**src/rtl/config_loader_pkg.sv**
```systemverilog
// Shared types and constants for the configuration stream loader.
// Holds the loader FSM encoding, checksum width and word-count helpers.
package config_loader_pkg;

  typedef enum logic [1:0] {
    IDLE  = 2'd0,
    LOAD  = 2'd1,
    CHECK = 2'd2,
    DONE  = 2'd3
  } state_t;

  localparam int CSUM_W = 8;

  function automatic int calc_nwords(input int bits, input int w);
    return (bits + w - 1) / w;
  endfunction

  function automatic int idx_width(input int n);
    return (n > 1) ? $clog2(n) : 1;
  endfunction

endpackage

```
**src/rtl/cfg_shadow_reg.sv**
```systemverilog
// Word-indexed shadow register that collects an image before it is committed.
// Bits beyond CFG_BITS in the final word are dropped rather than stored.
module cfg_shadow_reg
  import config_loader_pkg::*;
#(
  parameter int CFG_BITS = 72,
  parameter int W        = 8,
  parameter int NWORDS   = calc_nwords(CFG_BITS, W),
  parameter int IDX_W    = idx_width(NWORDS)
) (
  input  logic                clk,
  input  logic                rst,
  input  logic                clr,
  input  logic                we,
  input  logic [IDX_W-1:0]    idx,
  input  logic [W-1:0]        wdata,
  output logic [CFG_BITS-1:0] q
);

  always_ff @(posedge clk or posedge rst) begin
    if (rst) begin
      q <= '0;
    end else if (clr) begin
      q <= '0;
    end else if (we) begin
      for (int i = 0; i < CFG_BITS; i++) begin
        if (idx == IDX_W'(i / W)) q[i] <= wdata[i % W];
      end
    end
  end

endmodule

```
**src/rtl/config_loader.sv**
```systemverilog
// Loads a checksummed configuration image from a word stream and commits it
// atomically to c; a failed checksum leaves c untouched and raises error.
module config_loader
  import config_loader_pkg::*;
#(
  parameter int CFG_BITS = 72,
  parameter int W        = 8
) (
  input  logic                clk,
  input  logic                rst,
  input  logic                start,
  input  logic [W-1:0]        data_in,
  input  logic                data_valid,
  output logic                data_ready,
  output logic [CFG_BITS-1:0] c,
  output logic                cfg_valid,
  output logic                busy,
  output logic                error
);

  localparam int NWORDS = calc_nwords(CFG_BITS, W);
  localparam int IDX_W  = idx_width(NWORDS);
  localparam logic [IDX_W-1:0] LAST_IDX = IDX_W'(NWORDS - 1);

  state_t              state, state_nxt;
  logic [IDX_W-1:0]    cnt;
  logic [CSUM_W-1:0]   sum;
  logic [CFG_BITS-1:0] shadow;
  logic                xfer, word_we, csum_xfer, csum_ok;

  assign xfer      = data_valid && data_ready;
  // A start in the same cycle as a transfer wins: the word is dropped.
  assign word_we   = (state == LOAD)  && xfer && !start;
  assign csum_xfer = (state == CHECK) && xfer && !start;
  assign csum_ok   = (data_in[CSUM_W-1:0] == sum);

  cfg_shadow_reg #(
    .CFG_BITS (CFG_BITS),
    .W        (W),
    .NWORDS   (NWORDS),
    .IDX_W    (IDX_W)
  ) u_shadow (
    .clk   (clk),
    .rst   (rst),
    .clr   (start),
    .we    (word_we),
    .idx   (cnt),
    .wdata (data_in),
    .q     (shadow)
  );

  always_ff @(posedge clk or posedge rst) begin
    if (rst) state <= IDLE;
    else     state <= state_nxt;
  end

  always_comb begin
    state_nxt = state;
    case (state)
      IDLE, DONE: if (start) state_nxt = LOAD;
      LOAD: begin
        if (start)                           state_nxt = LOAD;
        else if (xfer && (cnt == LAST_IDX))  state_nxt = CHECK;
      end
      CHECK: begin
        if (start)     state_nxt = LOAD;
        else if (xfer) state_nxt = csum_ok ? DONE : IDLE;
      end
      default: state_nxt = IDLE;
    endcase
  end

  always_comb begin
    data_ready = (state == LOAD) || (state == CHECK);
    busy       = data_ready;
  end

  always_ff @(posedge clk or posedge rst) begin
    if (rst) begin
      cnt       <= '0;
      sum       <= '0;
      c         <= '0;
      cfg_valid <= 1'b0;
      error     <= 1'b0;
    end else if (start) begin
      cnt   <= '0;
      sum   <= '0;
      error <= 1'b0;
    end else if (word_we) begin
      cnt <= cnt + 1'b1;
      // The sum covers the full word, including bits the shadow discards.
      sum <= sum + CSUM_W'(data_in);
    end else if (csum_xfer) begin
      if (csum_ok) begin
        c         <= shadow;
        cfg_valid <= 1'b1;
        error     <= 1'b0;
      end else begin
        cfg_valid <= 1'b0;
        error     <= 1'b1;
      end
    end
  end

endmodule
```
**config.mk**
```make
export PLATFORM = sky130hd
export DESIGN_NAME = config_loader
export DESIGN_NICKNAME = d
export VERILOG_FILES = /design/src/rtl/config_loader_pkg.sv /design/src/rtl/cfg_shadow_reg.sv /design/src/rtl/config_loader.sv
export SDC_FILE = /design/constraint.sdc
export NUM_CORES = 1
export LEC_CHECK = 0
export ABC_AREA = 1
export CORE_MARGIN = 5
export CORE_UTILIZATION = 55
export CTS_CLUSTER_SIZE = 30
export DETAILED_ROUTE_END_ITERATION = 16
export PLACE_DENSITY = 0.89
export SLEW_MARGIN = 20
export SYNTH_ARGS = -nofsm -noshare
export SYNTH_HDL_FRONTEND = slang
export SYNTH_SLANG_ARGS = --single-unit
```
**constraint.sdc**
```tcl
create_clock -name clk -period 11.6 [get_ports clk]
set_input_delay 2.32 -clock clk [delete_from_list [all_inputs] [get_ports clk]]
set_output_delay 2.32 -clock clk [all_outputs]
set_load 0.02 [all_outputs]
```
# Yosys cells after proc, flatten, opt, wreduce, memory -nomap -nowiden
# Cells that the tools add are included.
# totals
ff_bits,160
in_bits,12
out_inout_bits,76
word_cells,160
# op_classes
add_sub_neg,2
eq_ne,16
n_mux,90
bitwise,2
n_reduce_logical,35
# op_table
op,count
2-to-1 mux 72 bit,2
2-to-1 mux 1 bit,77
nonzero test 2 bit,11
AND reduction 2 bit,10
== test 4 x 3 -> 1 bit (second input constant),4
2-to-1 mux 8 bit,2
2-to-1 mux 2 bit,6
adder 8 bit,1
== test 4 x 2 -> 1 bit (second input constant),2
== test 8 bit,1
2-to-1 mux 4 bit,2
logical AND 1 bit,6
one-hot mux 2 bit (3 select lines),1
AND reduction 3 bit,2
adder 4 x 1 -> 4 bit (second input constant),1
== test 2 bit (second input constant),2
== test 4 x 1 -> 1 bit (second input constant),1
== test 4 bit (second input constant),1
logical NOT 4 bit,1
inequality test 2 bit (second input constant),2
AND reduction 4 bit,1
inequality test 3 x 2 -> 1 bit (second input constant),1
inequality test 3 bit (second input constant),1
== test 2 x 1 -> 1 bit (second input constant),1
other kinds (5),6

# Longest topological paths before layout
# logic_depth
depth_word,8
ltp_mapped,11
mapped_depth_nobuf,10

# Modules after synthesis
# Synthesis repeated with hierarchy kept, for this count alone.
# unflattened
cells_unflattened,811
hier_area_um2,6881.6
# by_module_without_submodules
mod,n_inst,cells_per_inst,area_per_inst_um2,seq_area_each_um2
config_loader,1,463,3826.2,2202.1
cfg_shadow_reg,1,348,3055.4,1801.7

# Worst setup path before layout
# OpenSTA, ideal clock, no wires.
# synth_timing
path_kind,in2reg
startpoint,input data_in[4]
endpoint,register c[10]
setup_ns,0.130
arrival_ns,3.514
required_time_ns,11.470
path_slack_ns,7.955
path_stages,9
n_path_buf,2
cell_sequence,ha_1 > nor2_1 > nand2_1 > nor2_2 > nand3_4 > buf_6 > buf_6 > nand2_1 > o21ai_1
# synth_via
elab_chain_cells,2
# synth_rtl
item,line_no,text
"start, declared",config_loader.sv:12,"input logic [W-1:0] data_in,"
== test 8 bit,config_loader.sv:35,assign csum_ok = (data_in[CSUM_W-1:0] == sum);
AND reduction 4 bit (no source line),--,
"end signal, assigned",config_loader.sv:95,c <= shadow;
"end, declared",config_loader.sv:15,"output logic [CFG_BITS-1:0] c,"
# No other way between the ends.
# A chain may end at the register's enable or synchronous reset.

# Worst setup path in the final report
# layout_timing
startpoint,input start
endpoint,register c[68]
# layout_via
elab_chain_cells,4
elab_cells_between_ends,6
cone_classes,bitwise (2); reduce/logical (4)
# layout_rtl
item,line_no,text
"start, declared",config_loader.sv:11,"input logic start,"
logical NOT 1 bit,"config_loader.sv:33, config_loader.sv:34",
logical AND 1 bit,config_loader.sv:33,assign word_we = (state == LOAD) && xfer && !start;
inverter 1 bit (no source line),--,
AND reduction 4 bit (no source line) (*),--,
# Every way passes the cells marked *; elsewhere a longest branch is shown, timed or not.

==> flow_metrics.env <==
export IMPL_cts_tree="built"
export IMPL_slowest_delay_ns=0.55
export IMPL_cts_sinks=160
export IMPL_worst_setup_path_type="input port to flop"
export IMPL_synth_fp_nets=751
export IMPL_cts_max_level=4
export IMPL_finalSetupViolCount=0
export IMPL_synth_edf_count=0
export IMPL_min_path_type="flop to flop"
export IMPL_r2r_slack_ns=8.64
export IMPL_status="completed"
export IMPL_setup_tns_ns=0
export IMPL_synth_main_ff_cell="dfrtp_1"
export IMPL_drv_slew=0
export IMPL_track_usage=0.221
export IMPL_p_leak_nw=3.81
export IMPL_gp_congestion=0.921
export IMPL_clockBufferDepth=2
export IMPL_routed_wl_mm=15.2
export IMPL_dp_hpwl_mm=9.50
export IMPL_hold_viol=0
export IMPL_crit_chain="clkdlybuf4s50_1 -> inv_2 -> nand2_2 -> nor2_2 -> nand3_4 -> buf_4 -> nand2_1 -> o21ai_0"
export IMPL_ys_ff_latch=160
export IMPL_critPathTopFamily="buffers and inverters"
export IMPL_drive_above_1_share=0.0649
export IMPL_synth_seq_area_share=0.603
export IMPL_grt_pass1_wl_mm=24.8
export IMPL_setup_ws_ns=6.77
export IMPL_powerDensity_mw_per_mm2=186
export IMPL_row_count=40
export IMPL_die_area_mm2=0.0144
export IMPL_cap_violations=0
export IMPL_cpMaxStageDelayCell="buf_4"
export IMPL_worst_pin_slew_ns=0.933
export IMPL_port_buffers=87
export IMPL_ios=88
export IMPL_worstPathArrival_ns=5.08
export IMPL_end_kind="flop"
export IMPL_syn_cell_area_mm2=0.00665
export IMPL_ir_drop_uv=144
export IMPL_fin_hold_ws_ns=0.482
export IMPL_postSynthAreaPerCell_um2=9.17
export IMPL_drc=0
export IMPL_ctsHoldBuffers=0
export IMPL_gr_total_overflow=0
export IMPL_fillCellCount=873
export IMPL_vias=5170
export IMPL_postCtsSetupRepairBufs=0
export IMPL_clk_root_buffer_cell="clkbuf_16"
export IMPL_crit_buf_inv=3
export IMPL_ys_warn_count=0
export IMPL_drtPass1Iterations=5
export IMPL_drtIter0Drc=527
export IMPL_core_mm2=0.0119
export IMPL_finalCritPeriodShare=0.416
export IMPL_path_clk_slew_ns=0.06
export IMPL_min_period_ns=4.83
export IMPL_start_kind="input port"
export IMPL_finalClockSkew_ns=0.00817
export IMPL_synthCells=725
export IMPL_slew_headroom=0.376
export IMPL_grt_antenna_before_repair=0
export IMPL_viasPerCell=5.36
export IMPL_synth_cell_types=25
export IMPL_crit_fanout=97
export IMPL_worstPathRequired_ns=11.85
export IMPL_antenna_cells=0
export IMPL_cts_buffers=17
export IMPL_die_x_um=120
export IMPL_ant_nets=0
export IMPL_grt_pass1_vias=5032
export IMPL_cts_resized=0
export IMPL_fin_nets=831
export IMPL_max_freq_mhz=207
export IMPL_area_growth_pct=22.5
export IMPL_die_y_um=120
export IMPL_initial_core_util=0.558
export IMPL_wl_per_cell_um=15.8
export IMPL_clk_latency_ns=0.42
export IMPL_grt_max_degree=98
export IMPL_dp_slack_ns=6.51
export IMPL_async_flop_share=1.00
export IMPL_rsz0062_at_grt="no"
==> cell usage after synthesis, types with 5 or more instances <==
cell type,count,area [um2]
ha_1,13,163
o21ai_0,107,536
nor2_1,15,56.3
buf_6,7,78.8
a21oi_1,5,25.0
inv_1,99,372
nand2_1,209,785
dfrtp_1,160,4000
o21ai_1,52,260
buf_2,11,55.1
nand2_2,8,50.1
clkbuf_1,6,22.5
nand3_1,13,65.1
==> cells in the final DEF (no fill, tap or decap), types with 3 or more instances in the layout <==
master	synthesis	final
nand2_1	209	209
clkdlybuf4s50_1	0	87
dfrtp_1	160	160
o21ai_0	107	107
clkinv_2	0	3
bufinv_16	0	3
inv_1	99	98
nand2_2	8	8
nor2_2	3	3
inv_6	0	3
clkbuf_16	0	17
nand3_1	13	13
ha_1	13	13
a21oi_1	5	5
clkinvlp_4	0	3
o21ai_2	3	3
o21ai_1	52	52
nor2_1	15	15
==> metal layers <==
layer  global-route usage  wire (um)  up-vias
met4               0.0909        435        0
met1                0.273       6160     2505
met5                    0          0        -
li1                     -          -     2442
met2                0.370       7680      185
met3               0.0566        924       38
==> state kept, by name, summed over array words and instances (netlist names) <==
name        count
error           1
cnt             4
cfg_valid       1
u_shadow.q     72
c              72
sum             8
state           2
==> cell type report <==
cell class	count	area (um2)	area share
inverters	101	384	0.0472
flip-flops and latches	160	4000	0.492
multi-input cells	436	2080	0.255
clock inverters	13	163	0.0200
well taps	147	184	0.0226
repair buffers	89	886	0.109
clock buffers	18	439	0.0540
==> where the power goes <==
group | total [W] | switching [W] | internal (W)
clock | 0.000569 | 0.000225 | 0.000343
sequential | 0.000676 | 0.0000447 | 0.000631
combinational | 0.000272 | 0.000182 | 0.0000905
total | 0.00152 | 0.000452 | 0.00106
==> stage by stage <==
stage / power, W / area, um2 / cells / utilization
2_1_floorplan: 0.000880 / 6650 / 725 / -
3_3_place_gp: 0.000933 / 7540 / 933 / 0.633
3_5_place_dp: 0.000950 / 7540 / 933 / 0.633
4_1_cts: 0.00152 / 8140 / 964 / 0.683
5_1_grt: 0.00160 / 8140 / 964 / 0.683
6_report: 0.00152 / 8140 / 964 / 0.683
==> worst paths after layout <==
| kind | from | to | cells after the start |
|---|---|---|---|
| min in group asynchronous | rst | c[21] | 2 |
| max in group asynchronous | rst | u_shadow.q[44] | 3 |
| hold / removal | u_shadow.q[21] | u_shadow.q[21] | 2 |
| setup reg to reg | state[0] | c[68] | 10 |
| setup / recovery | start | c[68] | 8 |
| hold reg to reg | u_shadow.q[21] | u_shadow.q[21] | 2 |
==> tightest hold or removal path: cells and delay by family (launching register included) <==
family	cells	cell delay, ns
compound gates	1	0.06
flops	1	0.34
simple gates	1	0.05
==> kinds of logic after synthesis <==
group	count (synthesis)	share of synthesized area
AND/OR/NAND/NOR	252	0.153
XOR/XNOR	2	0.00377
AO/OA/AOI/OAI	168	0.129
buffers and inverters	129	0.0847
adder cells (fa/ha/maj)	14	0.0275
flip-flops	160	0.603
Power figures use the tool's default switching activity.
